$ cat config.mk
export PLATFORM = sky130hd
export DESIGN_NAME = corner_reader
export DESIGN_NICKNAME = d
export VERILOG_FILES = /design/src/rtl/corner_reader.sv
export SDC_FILE = /design/constraint.sdc
export NUM_CORES = 1
export LEC_CHECK = 0
export ABC_AREA = 1
export CORE_AREA = 4 4 185 187
export DETAILED_ROUTE_END_ITERATION = 8
export DIE_AREA = 0 0 189 191
export GPL_ROUTABILITY_DRIVEN = 0
export GPL_TIMING_DRIVEN = 0
export PLACE_DENSITY_LB_ADDON = 0.1
export SLEW_MARGIN = 15
export SYNTH_ARGS = -nofsm -noshare
export SYNTH_HDL_FRONTEND = slang
export SYNTH_SLANG_ARGS = --single-unit
$ cat constraint.sdc
create_clock -name clk -period 6.6 [get_ports clk]
set_input_delay 1.32 -clock clk [delete_from_list [all_inputs] [get_ports clk]]
set_output_delay 1.32 -clock clk [all_outputs]
set_load 0.02 [all_outputs]
$ cat src/rtl/corner_reader.sv
// rtl/corner_reader.sv - raster-order corner detector with show-ahead corner record FIFO
module corner_reader #(
    parameter int IMG_W = 640,
    parameter int IMG_H = 480,
    parameter int DEPTH = 16
) (
    input  logic        clk,
    input  logic        rst_n,
    input  logic        en,
    input  logic [7:0]  harris_in,
    input  logic [7:0]  threshold,
    output logic        c_valid,
    input  logic        c_ready,
    output logic [9:0]  c_x,
    output logic [8:0]  c_y,
    output logic [7:0]  c_score,
    output logic        frame_done,
    output logic [15:0] corner_count,
    output logic        overflow
);
    localparam int AW = $clog2(DEPTH);
    localparam logic [9:0] X_LAST = 10'(IMG_W - 1);
    localparam logic [8:0] Y_LAST = 9'(IMG_H - 1);

    typedef enum logic [1:0] {IDLE, SCAN, DONE} state_t;

    state_t      state;
    logic [9:0]  x;
    logic [8:0]  y;
    logic [15:0] tally;
    logic [15:0] tally_inc;

    logic [26:0] mem [DEPTH];
    logic [AW:0] wr_ptr;
    logic [AW:0] rd_ptr;
    logic [26:0] head;

    logic empty;
    logic full;
    logic pixel_take;
    logic corner;
    logic pop;
    logic push;
    logic last_px;

    // Pointer comparison with one extra wrap bit distinguishes full from empty
    assign empty      = (wr_ptr == rd_ptr);
    assign full       = (wr_ptr[AW-1:0] == rd_ptr[AW-1:0]) && (wr_ptr[AW] != rd_ptr[AW]);
    // The DONE cycle is a guaranteed gap, so en is ignored there
    assign pixel_take = en && (state != DONE);
    assign corner     = pixel_take && (harris_in > threshold);
    assign pop        = !empty && c_ready;
    // A full FIFO still accepts a corner when the head leaves in the same cycle
    assign push       = corner && (!full || pop);
    assign last_px    = (x == X_LAST) && (y == Y_LAST);
    assign tally_inc  = (corner && (tally != 16'hFFFF)) ? tally + 16'd1 : tally;

    // Show-ahead head; outputs read zero whenever no record is present
    assign head    = mem[rd_ptr[AW-1:0]];
    assign c_valid = !empty;
    assign c_y     = c_valid ? head[26:18] : 9'd0;
    assign c_x     = c_valid ? head[17:8]  : 10'd0;
    assign c_score = c_valid ? head[7:0]   : 8'd0;

    // Frame FSM: pixel coordinates, per-frame tally, frame_done pulse and sticky overflow
    always_ff @(posedge clk or negedge rst_n) begin
        if (!rst_n) begin
            state        <= IDLE;
            x            <= 10'd0;
            y            <= 9'd0;
            tally        <= 16'd0;
            frame_done   <= 1'b0;
            corner_count <= 16'd0;
            overflow     <= 1'b0;
        end else begin
            frame_done <= 1'b0;
            if (corner && full && !pop) begin
                overflow <= 1'b1;
            end
            case (state)
                IDLE, SCAN: begin
                    if (pixel_take) begin
                        if (last_px) begin
                            state        <= DONE;
                            x            <= 10'd0;
                            y            <= 9'd0;
                            corner_count <= tally_inc;
                            tally        <= 16'd0;
                            frame_done   <= 1'b1;
                        end else begin
                            state <= SCAN;
                            tally <= tally_inc;
                            if (x == X_LAST) begin
                                x <= 10'd0;
                                y <= y + 9'd1;
                            end else begin
                                x <= x + 10'd1;
                            end
                        end
                    end
                end
                DONE:    state <= IDLE;
                default: state <= IDLE;
            endcase
        end
    end

    // FIFO read/write pointers
    always_ff @(posedge clk or negedge rst_n) begin
        if (!rst_n) begin
            wr_ptr <= '0;
            rd_ptr <= '0;
        end else begin
            if (push) wr_ptr <= wr_ptr + 1'b1;
            if (pop)  rd_ptr <= rd_ptr + 1'b1;
        end
    end

    // FIFO storage; contents need no reset because the pointers gate visibility
    always_ff @(posedge clk) begin
        if (push) begin
            mem[wr_ptr[AW-1:0]] <= {y, x, harris_in};
        end
    end
endmodule

==> impl_metrics.json <==
{
  "die_h_um": 191,
  "ys_seq_area_share_pct": 69.47,
  "ys_ff_latch": 497,
  "worst_hold_path_type": "flip-flop to flip-flop",
  "area_growth_syn_to_layout_pct": 15.72,
  "ys.warnings.count": 0,
  "placement_row_count": 66,
  "hold_violations_final": 0,
  "timing.hold.ws_ns": 0.4808,
  "port-buffer-count": 65,
  "tightest_slew_ns": 0.9046,
  "leakagePower_nw": 8.406,
  "place_area_sq_um": 22790,
  "die_w_um": 189,
  "floorplan.io_pins": 66,
  "setup-violations-final": 0,
  "synth_edf_count": 432,
  "worst_skew_pair.late_latency_ns": 0.56,
  "slew_violations": 0,
  "cp_data_required_time_ns": 5.28,
  "core_region_area_sq_um": 32450,
  "ctsHoldBuffers": 0,
  "grt_first_pass_wirelength_um": 82840,
  "postCtsResizedCells": 0,
  "finalWorstPathRequiredPeriod_ns": 5.019,
  "post_route_cells_drive_above_1_share_pct": 8.300,
  "antenna_violations_before_repair": 0,
  "n_fill_cell": 2095,
  "routedWlPerCell_um": 21.89,
  "floorplan.die_area_sq_um": 36100,
  "final_design_area_no_fill_sq_um": 24320,
  "cap_viol_max_count": 0,
  "globalRoute.busiestLayer": "met2",
  "synth.cell_area_sq_um": 21020,
  "asyncSetResetFlopFracSynth_pct": 13.08,
  "synth.net_count": 1889,
  "min_delay_endpoint": "corner_count[13]$_DFFE_PN0P_",
  "fmaxAchievable_ghz": 0.1992,
  "design.final.nets": 2022,
  "critPathSlowestCell": "sky130_fd_sc_hd__clkdlybuf4s50_1",
  "cellPowerDensity_nw_per_um2": 423.6,
  "fin_cells": 2466,
  "synth.lib_cells_used.distinct": 41,
  "first_global_vias": 14320,
  "antennaDiodeCount": 0,
  "dpl.cell_count": 2377,
  "cts.sinks": 497,
  "min_from": "corner_count[13]$_DFFE_PN0P_",
  "cts_htree_levels": 2,
  "rsz0062_at_grt": "no",
  "cts_buffers": 49,
  "cts_setup_buffers": 0,
  "r2r_setup_slk_ns": 3.78,
  "regToRegEndpoint": "mem[2][22]$_DFFE_PP_",
  "timing.final.crit_share_pct": 76.05,
  "clk_root_buffer_cell": "sky130_fd_sc_hd__clkbuf_16",
  "clock-skew-final_ns": 0.02078,
  "cp_cell_sequence": "inv_2 > buf_2 > clkbuf_1 > o21ai_0 > o211ai_1 > nand3_1 > a31oi_1 > clkdlybuf4s50_1",
  "max_stage_delay_ns": 0.71,
  "vdd_ir_drop_max_uv": 264.0,
  "timing.setup.critical_path_class": "flip-flop to primary output",
  "max_slew_margin_pct": 39.69,
  "reg2regPathDepth": 9,
  "start_util_pct": 64.75,
  "post-route-drc-count": 0,
  "dr.pass1.iters": 6,
  "synth-main-ff-cell": "sky130_fd_sc_hd__edfxtp_1",
  "synthCells": 1853,
  "crit_path_end_kind": "primary output",
  "tritoncts": "built",
  "clk_pin_slew_worst_paths_ns": 0.06,
  "critical_path.max_fanout": 10,
  "dp_hpwl_um": 36350,
  "setup-tns-final_ns": 0,
  "global_route.overflow_total": 0,
  "status": "finished, final reports clean",
  "first_iter_violations": 1845,
  "postRouteAntennaNets": 0,
  "grtUsageTotal_pct": 29.92,
  "detail_route.vias_per_cell": 6.013,
  "largest_net_degree_at_the_start_of_global_routing": 52,
  "globalRouteMet2Util_pct": 50.25,
  "start_kind": "flip-flop",
  "cts-root-to-sink-buffers": 3,
  "detail_route.wirelength_um": 53980,
  "use_met3_pct": 5.168,
  "use_met1_pct": 41.18,
  "dr_total_vias": 14830,
  "timing.rr.start": "state[1]$_DFFE_PN0P_",
  "mean_instance_size_in_the_synthesized_netlist_sq_um": 11.34,
  "worst_ep_arrival_time_ns": 3.70,
  "hold_path_depth": 2
}
registers in the layout, indices dropped and copies added, names as in the netlist:
name,cells
frame_done,1
mem,432
state,2
overflow,1
corner_count,16
x,10
rd_ptr,5
tally,16
y,9
wr_ptr,5
per-stage QoR:
stage	setup slack [ns]	utilization (%)	power (W)
finish	1.581	74.94	0.01030
global route	1.454	74.94	0.01076
CTS	1.687	74.94	0.01027
detailed placement	1.480	70.22	0.007632
global placement	0.1282	68.46	0.007477
floorplan	2.449	-	0.005996
power by group:
group / total (W) / leakage [nW] / switching, W / internal (W)
clock network: 0.00267 / 0.752 / 0.00113 / 0.00154
logic: 0.00368 / 3.26 / 0.00251 / 0.00117
registers: 0.00396 / 4.39 / 0.000263 / 0.00370
synthesized netlist by cell type, drive strengths merged (2+ instances only):
master	instances	area, sq um
edfxtp	432	12970
nand4	11	83.83
o21ai	298	1495
nor2	383	1465
a31oi	17	106.4
inv	79	296.5
buf	45	259.0
dfrtp	65	1627
nand2	271	1037
xor2	24	210.2
clkinv	2	7.510
ha	16	200.2
a21oi	18	116.4
nand3b	2	15.01
o211ai	55	412.9
clkbuf	51	191.4
nand3	58	330.3
xnor2	5	43.79
a21o	2	15.01
nor3	15	96.35
per-layer routing:
layer,vias to the layer above,share of wire [%]
met2,809,49
met5,-,0
met3,102,10
li1,6751,-
met1,7167,39
met4,0,2.5
logic make-up after synthesis:
group | after synthesis | synth area share, %
AOI/OAI and AO/OA | 393 | 10.34
xor gates and xnor gates | 29 | 1.209
and+or+nand+nor | 741 | 14.44
buffers and inverters | 177 | 3.590
DFF | 497 | 69.47
adders and majority gates | 16 | 0.9526
cells in the final DEF (no fill, tap or decap), types with 3 or more instances in the layout:
cell	netlist	layout
sky130_fd_sc_hd__buf_12	1	3
sky130_fd_sc_hd__ha_1	16	16
sky130_fd_sc_hd__o21ai_1	23	23
sky130_fd_sc_hd__clkbuf_16	0	50
sky130_fd_sc_hd__inv_1	74	74
sky130_fd_sc_hd__nor3_1	12	12
sky130_fd_sc_hd__buf_1	10	10
sky130_fd_sc_hd__inv_2	5	5
sky130_fd_sc_hd__buf_2	23	23
sky130_fd_sc_hd__xor2_1	24	24
sky130_fd_sc_hd__xnor2_1	5	5
sky130_fd_sc_hd__buf_16	0	15
sky130_fd_sc_hd__nand3_2	3	3
sky130_fd_sc_hd__clkdlybuf4s50_1	0	64
sky130_fd_sc_hd__nand4_1	10	10
sky130_fd_sc_hd__o21ai_0	274	274
sky130_fd_sc_hd__clkinv_1	2	10
sky130_fd_sc_hd__nor2_1	378	362
sky130_fd_sc_hd__nand2_1	263	263
sky130_fd_sc_hd__clkbuf_8	0	3
sky130_fd_sc_hd__clkbuf_1	51	66
sky130_fd_sc_hd__a21oi_1	15	15
sky130_fd_sc_hd__buf_4	10	11
sky130_fd_sc_hd__clkinv_2	0	9
sky130_fd_sc_hd__edfxtp_1	432	432
sky130_fd_sc_hd__nand2_2	8	8
sky130_fd_sc_hd__nor2_4	3	19
sky130_fd_sc_hd__a31oi_1	17	17
sky130_fd_sc_hd__o211ai_1	55	55
sky130_fd_sc_hd__dfrtp_1	65	65
sky130_fd_sc_hd__bufinv_16	0	3
sky130_fd_sc_hd__nand3_1	53	53
area by class of cell:
| cell class | count | area (sq um) | share of cell area (%) |
|---|---|---|---|
| sequential | 497 | 14600 | 60.03 |
| multi-input combinational | 1179 | 5782 | 23.77 |
| clock buffer | 68 | 1349 | 5.546 |
| timing repair buffer | 82 | 1101 | 4.527 |
| tap | 442 | 553.0 | 2.274 |
| buffer | 96 | 450.4 | 1.852 |
| inverter | 81 | 304.0 | 1.250 |
| clock inverter | 21 | 181.4 | 0.7460 |
how the worst max path moves through the flow:
stage | to | slack, ns | cells after the start | from
after floorplan | mem[0][0]$_DFFE_PP_ | 2.45 | 11 | threshold[7]
after global placement | mem[0][23]$_DFFE_PP_ | 0.13 | 15 | harris_in[0]
after global routing | c_score[7] | 1.45 | 8 | rd_ptr[0]$_DFFE_PN0P_
after detailed placement | mem[2][22]$_DFFE_PP_ | 1.48 | 12 | harris_in[0]
after CTS | c_score[7] | 1.69 | 8 | rd_ptr[0]$_DFFE_PN0P_
final | c_score[7] | 1.58 | 8 | rd_ptr[0]$_DFFE_PN0P_
worst max-delay path: cells and delay by family, from the launching register on:
family                 cells  cell delay (ns)
buffers and inverters      4             1.82
AO/OA/AOI/OAI              3             0.73
flip-flops                 1             0.43
AND/OR/NAND/NOR            1             0.16
No activity file was read; power rests on OpenSTA's default activity.
